--- src/rtl/chroma_pkg.sv ---
// Shared definitions for the chroma parameter sequencer: the selection-state
// encoding, parameter reset values and saturation limits.
package chroma_pkg;

  typedef enum logic [1:0] {
    SEL_TONE    = 2'b00,
    SEL_COLOR_L = 2'b01,
    SEL_COLOR_P = 2'b10
  } sel_t;

  localparam logic [7:0] TON_RST     = 8'hA4;
  localparam logic [2:0] COLOR_L_RST = 3'h0;
  localparam logic [2:0] COLOR_P_RST = 3'h7;

  localparam logic [7:0] TON_MAX     = 8'hFF;
  localparam logic [2:0] COLOR_MAX   = 3'h7;

  // Selection order TONE -> COLOR_L -> COLOR_P -> TONE; the unused code recovers to TONE.
  function automatic sel_t sel_next(input sel_t s);
    case (s)
      SEL_TONE:    return SEL_COLOR_L;
      SEL_COLOR_L: return SEL_COLOR_P;
      default:     return SEL_TONE;
    endcase
  endfunction

endpackage

--- src/rtl/button_debounce.sv ---
// Two-flop synchronizer followed by a level debouncer. The debounced level
// flips only after the synchronized input has disagreed with it for
// DB_CYCLES consecutive cycles.
module button_debounce #(
  parameter int unsigned DB_CYCLES = 4
) (
  input  logic clk,
  input  logic reset,
  input  logic btn,
  output logic level
);

  localparam int unsigned CW = (DB_CYCLES > 1) ? $clog2(DB_CYCLES) : 1;
  localparam logic [CW-1:0] CNT_LAST = CW'(DB_CYCLES - 1);

  logic          sync1;
  logic          sync2;
  logic [CW-1:0] cnt;

  // Bring the raw asynchronous button into the clock domain.
  always_ff @(posedge clk) begin
    if (reset) begin
      sync1 <= 1'b0;
      sync2 <= 1'b0;
    end else begin
      sync1 <= btn;
      sync2 <= sync1;
    end
  end

  // Count consecutive disagreeing cycles; any agreement restarts the count.
  always_ff @(posedge clk) begin
    if (reset) begin
      level <= 1'b0;
      cnt   <= '0;
    end else if (sync2 == level) begin
      cnt   <= '0;
    end else if (cnt == CNT_LAST) begin
      level <= sync2;
      cnt   <= '0;
    end else begin
      cnt   <= cnt + 1'b1;
    end
  end

endmodule

--- src/rtl/chroma_param_sequencer.sv ---
// Three-button parameter editor: mode cycles the selected parameter, up/down
// step it with saturation and auto-repeat while held. All outputs are
// registered; steps and mode advances pass through one decision register so
// a parameter changes DB_CYCLES+4 cycles after a clean raw button edge.
module chroma_param_sequencer
  import chroma_pkg::*;
#(
  parameter int unsigned DB_CYCLES = 4,
  parameter int unsigned REP_DELAY = 32,
  parameter int unsigned REP_RATE  = 8
) (
  input  logic       clk,
  input  logic       reset,
  input  logic       btn_up,
  input  logic       btn_down,
  input  logic       btn_mode,
  output logic [7:0] ton,
  output logic [2:0] color_l,
  output logic [2:0] color_p,
  output logic [1:0] sel,
  output logic       upd
);

  localparam int unsigned RMAX = (REP_DELAY > REP_RATE) ? REP_DELAY : REP_RATE;
  localparam int unsigned RW   = (RMAX > 1) ? $clog2(RMAX) : 1;
  localparam logic [RW-1:0] DLY_LAST  = RW'(REP_DELAY - 1);
  localparam logic [RW-1:0] RATE_LAST = RW'(REP_RATE - 1);

  logic up_lvl, dn_lvl, md_lvl;
  logic up_lvl_d, dn_lvl_d, md_lvl_d;
  logic up_p, dn_p, md_p;

  sel_t state, state_nx;

  logic          step_up_d, step_dn_d, adv_d;
  logic          step_up_q, step_dn_q, adv_q;
  logic          rep_armed, rep_armed_d;
  logic          rep_first, rep_first_d;
  logic [RW-1:0] rep_cnt, rep_cnt_d;

  logic [7:0] ton_d;
  logic [2:0] color_l_d, color_p_d;
  logic       upd_d;

  button_debounce #(.DB_CYCLES(DB_CYCLES)) u_db_up (
    .clk   (clk),
    .reset (reset),
    .btn   (btn_up),
    .level (up_lvl)
  );

  button_debounce #(.DB_CYCLES(DB_CYCLES)) u_db_down (
    .clk   (clk),
    .reset (reset),
    .btn   (btn_down),
    .level (dn_lvl)
  );

  button_debounce #(.DB_CYCLES(DB_CYCLES)) u_db_mode (
    .clk   (clk),
    .reset (reset),
    .btn   (btn_mode),
    .level (md_lvl)
  );

  // Remember last cycle's debounced levels to detect 0->1 presses.
  always_ff @(posedge clk) begin
    if (reset) begin
      up_lvl_d <= 1'b0;
      dn_lvl_d <= 1'b0;
      md_lvl_d <= 1'b0;
    end else begin
      up_lvl_d <= up_lvl;
      dn_lvl_d <= dn_lvl;
      md_lvl_d <= md_lvl;
    end
  end

  assign up_p = up_lvl & ~up_lvl_d;
  assign dn_p = dn_lvl & ~dn_lvl_d;
  assign md_p = md_lvl & ~md_lvl_d;

  // Selection state register; sel is a direct copy of it.
  always_ff @(posedge clk) begin
    if (reset) state <= SEL_TONE;
    else       state <= state_nx;
  end

  // Advance the selection on a registered mode press.
  always_comb begin
    state_nx = state;
    if (adv_q) state_nx = sel_next(state);
  end

  assign sel = state;

  // Decide this cycle's step/advance and the auto-repeat bookkeeping. A mode
  // press wins over any coincident step and disarms repeat until a new press.
  always_comb begin
    step_up_d   = 1'b0;
    step_dn_d   = 1'b0;
    adv_d       = md_p;
    rep_armed_d = rep_armed;
    rep_first_d = rep_first;
    rep_cnt_d   = rep_cnt;
    if (up_lvl && dn_lvl) begin
      rep_armed_d = 1'b0;
      rep_cnt_d   = '0;
    end else if ((up_p || dn_p) && !md_p) begin
      step_up_d   = up_p;
      step_dn_d   = dn_p;
      rep_armed_d = 1'b1;
      rep_first_d = 1'b1;
      rep_cnt_d   = '0;
    end else if (md_p || !(up_lvl || dn_lvl)) begin
      rep_armed_d = 1'b0;
      rep_cnt_d   = '0;
    end else if (rep_armed) begin
      if (rep_cnt == (rep_first ? DLY_LAST : RATE_LAST)) begin
        step_up_d   = up_lvl;
        step_dn_d   = dn_lvl;
        rep_first_d = 1'b0;
        rep_cnt_d   = '0;
      end else begin
        rep_cnt_d   = rep_cnt + 1'b1;
      end
    end
  end

  // Register the decisions and repeat state.
  always_ff @(posedge clk) begin
    if (reset) begin
      step_up_q <= 1'b0;
      step_dn_q <= 1'b0;
      adv_q     <= 1'b0;
      rep_armed <= 1'b0;
      rep_first <= 1'b0;
      rep_cnt   <= '0;
    end else begin
      step_up_q <= step_up_d;
      step_dn_q <= step_dn_d;
      adv_q     <= adv_d;
      rep_armed <= rep_armed_d;
      rep_first <= rep_first_d;
      rep_cnt   <= rep_cnt_d;
    end
  end

  // Apply a registered step to the selected parameter with saturation.
  always_comb begin
    ton_d     = ton;
    color_l_d = color_l;
    color_p_d = color_p;
    upd_d     = 1'b0;
    if (step_up_q) begin
      case (state)
        SEL_TONE:    if (ton != TON_MAX)       begin ton_d     = ton + 8'd1;     upd_d = 1'b1; end
        SEL_COLOR_L: if (color_l != COLOR_MAX) begin color_l_d = color_l + 3'd1; upd_d = 1'b1; end
        SEL_COLOR_P: if (color_p != COLOR_MAX) begin color_p_d = color_p + 3'd1; upd_d = 1'b1; end
        default: ;
      endcase
    end else if (step_dn_q) begin
      case (state)
        SEL_TONE:    if (ton != '0)     begin ton_d     = ton - 8'd1;     upd_d = 1'b1; end
        SEL_COLOR_L: if (color_l != '0) begin color_l_d = color_l - 3'd1; upd_d = 1'b1; end
        SEL_COLOR_P: if (color_p != '0) begin color_p_d = color_p - 3'd1; upd_d = 1'b1; end
        default: ;
      endcase
    end
  end

  // Parameter registers and update strobe.
  always_ff @(posedge clk) begin
    if (reset) begin
      ton     <= TON_RST;
      color_l <= COLOR_L_RST;
      color_p <= COLOR_P_RST;
      upd     <= 1'b0;
    end else begin
      ton     <= ton_d;
      color_l <= color_l_d;
      color_p <= color_p_d;
      upd     <= upd_d;
    end
  end

endmodule

--- config.mk ---
export PLATFORM = sky130hd
export DESIGN_NAME = chroma_param_sequencer
export DESIGN_NICKNAME = d
export VERILOG_FILES = /design/src/rtl/chroma_pkg.sv /design/src/rtl/button_debounce.sv /design/src/rtl/chroma_param_sequencer.sv
export SDC_FILE = /design/constraint.sdc
export NUM_CORES = 1
export LEC_CHECK = 0
export BUFFER_PORTS_ARGS = -buffer_cell sky130_fd_sc_hd__buf_4
export CAP_MARGIN = 0
export CORE_ASPECT_RATIO = 0.5
export CORE_UTILIZATION = 58
export CTS_CLUSTER_DIAMETER = 50
export DETAILED_ROUTE_END_ITERATION = 8
export MAX_ROUTING_LAYER = met4
export PLACE_DENSITY = 0.78
export SLEW_MARGIN = 20
export SYNTH_ARGS = -nofsm -noshare
export SYNTH_HDL_FRONTEND = slang
export SYNTH_SLANG_ARGS = --single-unit
--- constraint.sdc ---
create_clock -name clk -period 2.8 [get_ports clk]
set_input_delay 0.28 -clock clk [delete_from_list [all_inputs] [get_ports clk]]
set_output_delay 0.28 -clock clk [all_outputs]
set_load 0.005 [all_outputs]
==> metrics.txt, run 1 <==
GR Util All Layers=23.7%; initial drt markers=60; worst slew pin tran=around 0.44 ns; largest area contributor in the netlist=dfxtp_1; CTS tree=yes; grt ovf=0; Gate Count Post-Synth=250; Post-Synth Simple-Gate Area=22.4%; count of state elements after synthesis=45; Area contributors post-synth=dfxtp_1 (39%), ha_1 (5.4%), nor2b_1 (3.8%); RSZ-0062 raised after global routing=no; main combinational cell family by area after synthesis=simple AND/OR/NAND/NOR gates; layout cells sized above 1=15.6%; crit path launch=step_up_q; Via density=5.94; Seq/Total Area, Yosys=38.7%; Yosys Warn Count=0; Cell variety after synth=between 50 and 60; dpl hpwl=3.28 mm; post-layout net count=287; largest net degree at the start of global routing=36; post-synth net total=268; CTS HTree Levels=2; critical path endpoint category=flop; Mapped Area=about 2300 µm²; first-pass GRT wire length=7.50 mm; CTS Root Cell=clkbuf_8; r2r setup slk=0.25 ns; ys flop type=dfxtp_1; critical path peak fanout=11; final hold violations=0; leakage=0.984 nW; Async SR Flop Fraction=0%; Starting Density=64.3%; Yosys top cell area share=about 39%; Worst path slowest cell=or4b_2; CTS clock-pin slew for the worst setup and hold paths=~0.080 ns; clock skew=0.00667 ns; CP Buf/Inv Count=1; worst flop-to-flop path startpoint=step_up_q; Inserted Diodes=0; Routed WL=4.65 mm; crit share post-route=91.1%; DRT Pass-1 Iters=4; Post-Synth XOR/XNOR Area=3.76%; Post-CTS Hold Fix Bufs=0; critical path launch point type=flop; Detail Route Antenna Nets=0; Worst EP required=slightly above 3 ns; vias in the first global route=1660; maximum clock rate=392 MHz; I/O pin count=22; min Tclk post-route=2.55 ns; PostCTS Resize Cnt=0; CORE AREA=3620 µm²; Placement Rows=15; HP Start=btn_down; final setup TNS=0 ns; die width=roughly 92 µm; initial antenna violation count=0; Vias=1906; CTS Buffer Depth=2; CP Class=reg -> reg; clock sinks=45; Die Y=46.8 µm; Layout fillers=303; Placed Cells=313; synthesis-to-layout area growth=12.7%; Rel. slew slack=70.7%; final cell count without fillers=321; DR WL/cell=14.5 µm; Multi-input gate area=1350 µm²; Max rail drop VDD=226 µV; Post-route DRC=0; compound-gate portion of the synthesized area=between 20% and 30%; EDFF count, synth=0; Clk Latency, worst-skew pair=0.30 ns; WP data arrival=about 2.8 ns; Port Buf Inserts=21; PwrDens=~440 nW/µm²; CP Cell Sequence=inv_1 > ha_1 > o21ai_0 > or4b_2 > a32oi_1 > a311o_1; Max-Cap Viols=0; multiplexer area fraction after synthesis=3.49%; full die area=4290 µm²; post-synthesis adder-cell area fraction=approximately 8.0%; endpoints failing setup=0; register cell area after layout=about 900 µm²; run status=complete, no violations; fin. max-slew vios=0; Hold Path Class=in -> reg; gpl congestion=0.946; critical path's largest stage delay=0.65 ns; Crit path max-delay family=simple AND/OR/NAND/NOR gates; Avg Inst Size Synth=approximately 9.3 µm²; postcts setup bufs=0; CTS Buf Count=5
-- logic make-up (layout without fill, tap and decap cells) --
kind of cell             after synthesis  count (layout)
AO/OA/AOI/OAI                         63              63
XOR/XNOR                              10              10
adder cells (fa/ha/maj)               13              13
buffers and inverters                 19              39
flip-flops                            45              45
multiplexers                           8               8
AND/OR/NAND/NOR                       92              92
-- cell type report --
type | count | area share [%]
clock buffer | 6 | 2.76
multi-input combinational | 186 | 51.6
tap | 51 | 2.43
sequential | 45 | 34.3
inverter | 10 | 1.43
timing repair buffer | 21 | 6.01
clock inverter | 2 | 1.48
-- worst paths after layout --
| path | end | cells after the start |
|---|---|---|
| min | u_db_down.sync1 | 2 |
| max reg2reg | ton[5] | 6 |
| min reg2reg | u_db_up.cnt[0] | 1 |
| max | ton[5] | 6 |
-- Yosys cell counts, types with 2 or more instances --
| cell type | count |
|---|---|
| or3_1 | 6 |
| o31a_1 | 3 |
| a211o_1 | 2 |
| dfxtp_1 | 45 |
| a211oi_1 | 7 |
| mux2i_1 | 7 |
| ha_1 | 10 |
| nand2b_1 | 2 |
| o211ai_1 | 5 |
| a21o_1 | 2 |
| xnor2_1 | 3 |
| buf_2 | 2 |
| o21a_1 | 3 |
| o21ai_0 | 9 |
| a311o_1 | 2 |
| nor3_1 | 9 |
| nor2b_1 | 14 |
| nor2_1 | 23 |
| nand4_1 | 5 |
| a2111oi_2 | 2 |
| nor3b_1 | 2 |
| or2_2 | 2 |
| inv_1 | 10 |
| xor2_1 | 7 |
| clkbuf_1 | 7 |
| a21oi_1 | 12 |
| nand3_1 | 8 |
| nand2_1 | 8 |
| fa_1 | 3 |
| or4_4 | 3 |
-- metrics by stage --
step	utilization [%]	setup WS, ns	cell area [µm²]	power (W)	hold slack [ns]
detailed placement	69.4	0.293	2510	0.000684	0.410
floorplan	-	0.422	2330	0.000675	0.359
global placement	69.4	0.363	2510	0.000682	0.405
global route	72.5	0.114	2630	0.00120	0.195
finish	72.5	0.250	2630	0.00116	0.190
CTS	72.5	0.245	2630	0.00117	0.184
-- state kept, by name, summed over array words and instances, names as in the netlist, 2 cells and up --
register and flops:
ton 8, rep_cnt 5, color_l 3, color_p 3, sel 2, u_db_down.cnt 2
u_db_mode.cnt 2, u_db_up.cnt 2
-- power by group --
group          internal [W]  switching (W)  leakage, nW  total [W]
Combinational    0.00000844      0.0000125        0.564  0.0000210
Sequential         0.000645     0.00000234        0.364   0.000647
Clock              0.000268       0.000223       0.0554   0.000491
Total              0.000921       0.000238        0.984    0.00116
-- per-layer routing --
layer	part of all wire (%)	vias up	track usage, %
li1	-	963	-
met1	49	903	28.1
met2	47	32	40.8
met3	3.1	8	5.02
met4	0.95	0	10.2
met5	0	-	-
-- cells in the final DEF, fill, tap and decap left out, drive strengths merged, types with 8 or more instances in the layout --
master   n
o21ai   11
a21oi   12
nor2b   14
inv     10
dfxtp   45
nand3    8
nand2    8
nor3     9
buf     21
ha      10
nor2    23
No activity file was read; power rests on OpenSTA's default activity.
==> run 2, diff against run 1 <==
--- a/config.mk
+++ b/config.mk
@@ -6,14 +6,15 @@
 export NUM_CORES = 1
 export LEC_CHECK = 0
 export BUFFER_PORTS_ARGS = -buffer_cell sky130_fd_sc_hd__buf_4
-export CAP_MARGIN = 0
+export CAP_MARGIN = 5
 export CORE_ASPECT_RATIO = 0.5
 export CORE_UTILIZATION = 58
 export CTS_CLUSTER_DIAMETER = 50
 export DETAILED_ROUTE_END_ITERATION = 8
 export MAX_ROUTING_LAYER = met4
 export PLACE_DENSITY = 0.78
-export SLEW_MARGIN = 20
+export REMOVE_ABC_BUFFERS = 1
+export SLEW_MARGIN = 15
 export SYNTH_ARGS = -nofsm -noshare
 export SYNTH_HDL_FRONTEND = slang
 export SYNTH_SLANG_ARGS = --single-unit
==> metrics.txt, run 2 (synthesis gave the netlist of run 1 again) <==
run status=complete, no violations; Routed WL=4.71 mm (+1.3%); Via density=5.98 (+0.79%); Placement Rows=15 (unchanged); CTS clock-pin slew for the worst setup and hold paths=0.10 ns (+0.02 ns); Detail Route Antenna Nets=0 (unchanged); initial antenna violation count=0 (unchanged); first-pass GRT wire length=7.53 mm (+0.36%); initial drt markers=135 (+130%); r2r setup slk=0.27 ns (+0.02 ns); CTS Buf Count=5 (unchanged); critical path launch point type=flop; worst slew pin tran=0.442 ns (+0.00184 ns); Port Buf Inserts=21 (unchanged); Hold Path Class=in -> reg; crit share post-route=90.4% (-0.64 points); most common cell after layout, fill and taps aside=dfxtp_1; R2R Path End=ton[5]; Die Y=46.8 µm (unchanged); vias in the first global route=1651 (-0.54%); Rel. slew slack=70.4% (-0.30 points); Vias=1921 (+0.79%); final setup TNS=0 ns (unchanged); GR Util All Layers=23.9% (+0.23 points); RSZ-0062 raised after global routing=no; largest net degree at the start of global routing=36 (unchanged); PwrDens=453 nW/µm² (+2.5%); DP Area=2510 µm² (unchanged); CORE AREA=3620 µm² (unchanged); Hold Path End=u_db_mode.sync1; HP Start=btn_mode; fin. max-slew vios=0 (unchanged); CTS Buffer Depth=2 (unchanged); Layout fillers=282 (-6.9%); CTS tree=yes; Starting Density=64.3% (unchanged); Reg with most FFs=ton; Post-route DRC=0 (unchanged); die width=91.6 µm (unchanged); Clk Latency, worst-skew pair=0.30 ns (about the same); CP Class=reg -> reg; clock skew=0.00762 ns (+0.000944 ns); Post-CTS Hold Fix Bufs=0 (unchanged); CTS HTree Levels=2 (unchanged); clock sinks=45 (unchanged); Hold Path Stages=2 (unchanged); final design utilization=72.6% (+0.14 points); postcts setup bufs=0 (unchanged); leakage=0.988 nW (+0.38%); gpl congestion=0.859 (-9.2%); Worst EP required=3.05 ns (about the same); synthesis-to-layout area growth=12.9%; full die area=4290 µm² (unchanged); DR WL/cell=14.7 µm (+1.3%); Top Registers=ton: 8 flops, rep_cnt: 5 flops; most frequent cells in the layout=dfxtp_1 (45), nor2_1 (23), buf_4 (21); min Tclk post-route=2.53 ns (-0.0178 ns); critical path peak fanout=11 (unchanged); critical path endpoint category=flop; post-layout net count=287 (unchanged); I/O pin count=22 (unchanged); endpoints failing setup=0 (unchanged); CTS Root Cell=clkbuf_8; dpl hpwl=3.28 mm (+0.20%); PostCTS Resize Cnt=0 (unchanged); Max rail drop VDD=286 µV (+26%); Worst R2R Path Depth=6 (unchanged); post-route cell area=2630 µm² (+0.19%); Max-Cap Viols=0 (unchanged); WP data arrival=2.78 ns (about the same); DRT Pass-1 Iters=4 (unchanged); final hold violations=0 (unchanged); grt ovf=0 (unchanged); Inserted Diodes=0 (unchanged); max reg flops=8 (unchanged); layout cells sized above 1=15.9% (+0.37 points); Tot Pwr=0.00119 W (+2.7%); maximum clock rate=395 MHz (+0.70%); worst flop-to-flop path startpoint=step_up_q
[run 2: cell types whose count changed in the layout (fill, tap and decap cells not counted), sizes merged]
cell and change:
clkbuf -1, clkinv -1, inv +2
[run 2: where the power goes]
| group | internal [W] | switching (W) |
|---|---|---|
| sequential | 0.000645 | 0.00000227 |
| clock | 0.000273 | 0.000250 |
| combinational | 0.00000845 | 0.0000126 |
[run 2: worst max-delay path by stage]
stage,from,end
after CTS,step_up_q,ton[5]
after global placement,step_up_q,ton[5]
final,step_up_q,ton[5]
after global routing,step_up_q,ton[5]
after floorplan,step_up_q,ton[5]
after detailed placement,step_up_q,ton[5]
[run 2: layer usage]
layer,up-vias,track usage (%),wire length (µm)
li1,961,-,-
met2,51,41.1,2170
met5,-,-,0
met3,4,5.50,227
met4,0,8.89,36
met1,905,28.6,2270
[run 2: through the flow]
step	setup WS (ns)	cells	hold WS [ns]
after global placement	0.370	313	0.402
after global routing	0.151	321	0.177
final	0.268	321	0.193
after floorplan	0.563	241	0.347
after CTS	0.305	321	0.187
after detailed placement	0.325	313	0.410
[run 2: final cells by class]
class                   instances  area [µm²]  area share [%]
multi-input cells             186        1350            51.5
well taps                      51        63.8            2.43
clock buffers                   5        68.8            2.62
repair buffers                 21         158            5.99
inverters                      10        37.5            1.43
clock inverters                 3        47.5            1.81
flip-flops and latches         45         901            34.3
[run 2: worst max-delay path, stage by stage (launching register included)]
cell and delay [ns]:
dfxtp_1 0.57, inv_1 0.31, ha_1 0.45, o21ai_0 0.17
or4b_2 0.64, a32oi_1 0.21, a311o_1 0.13
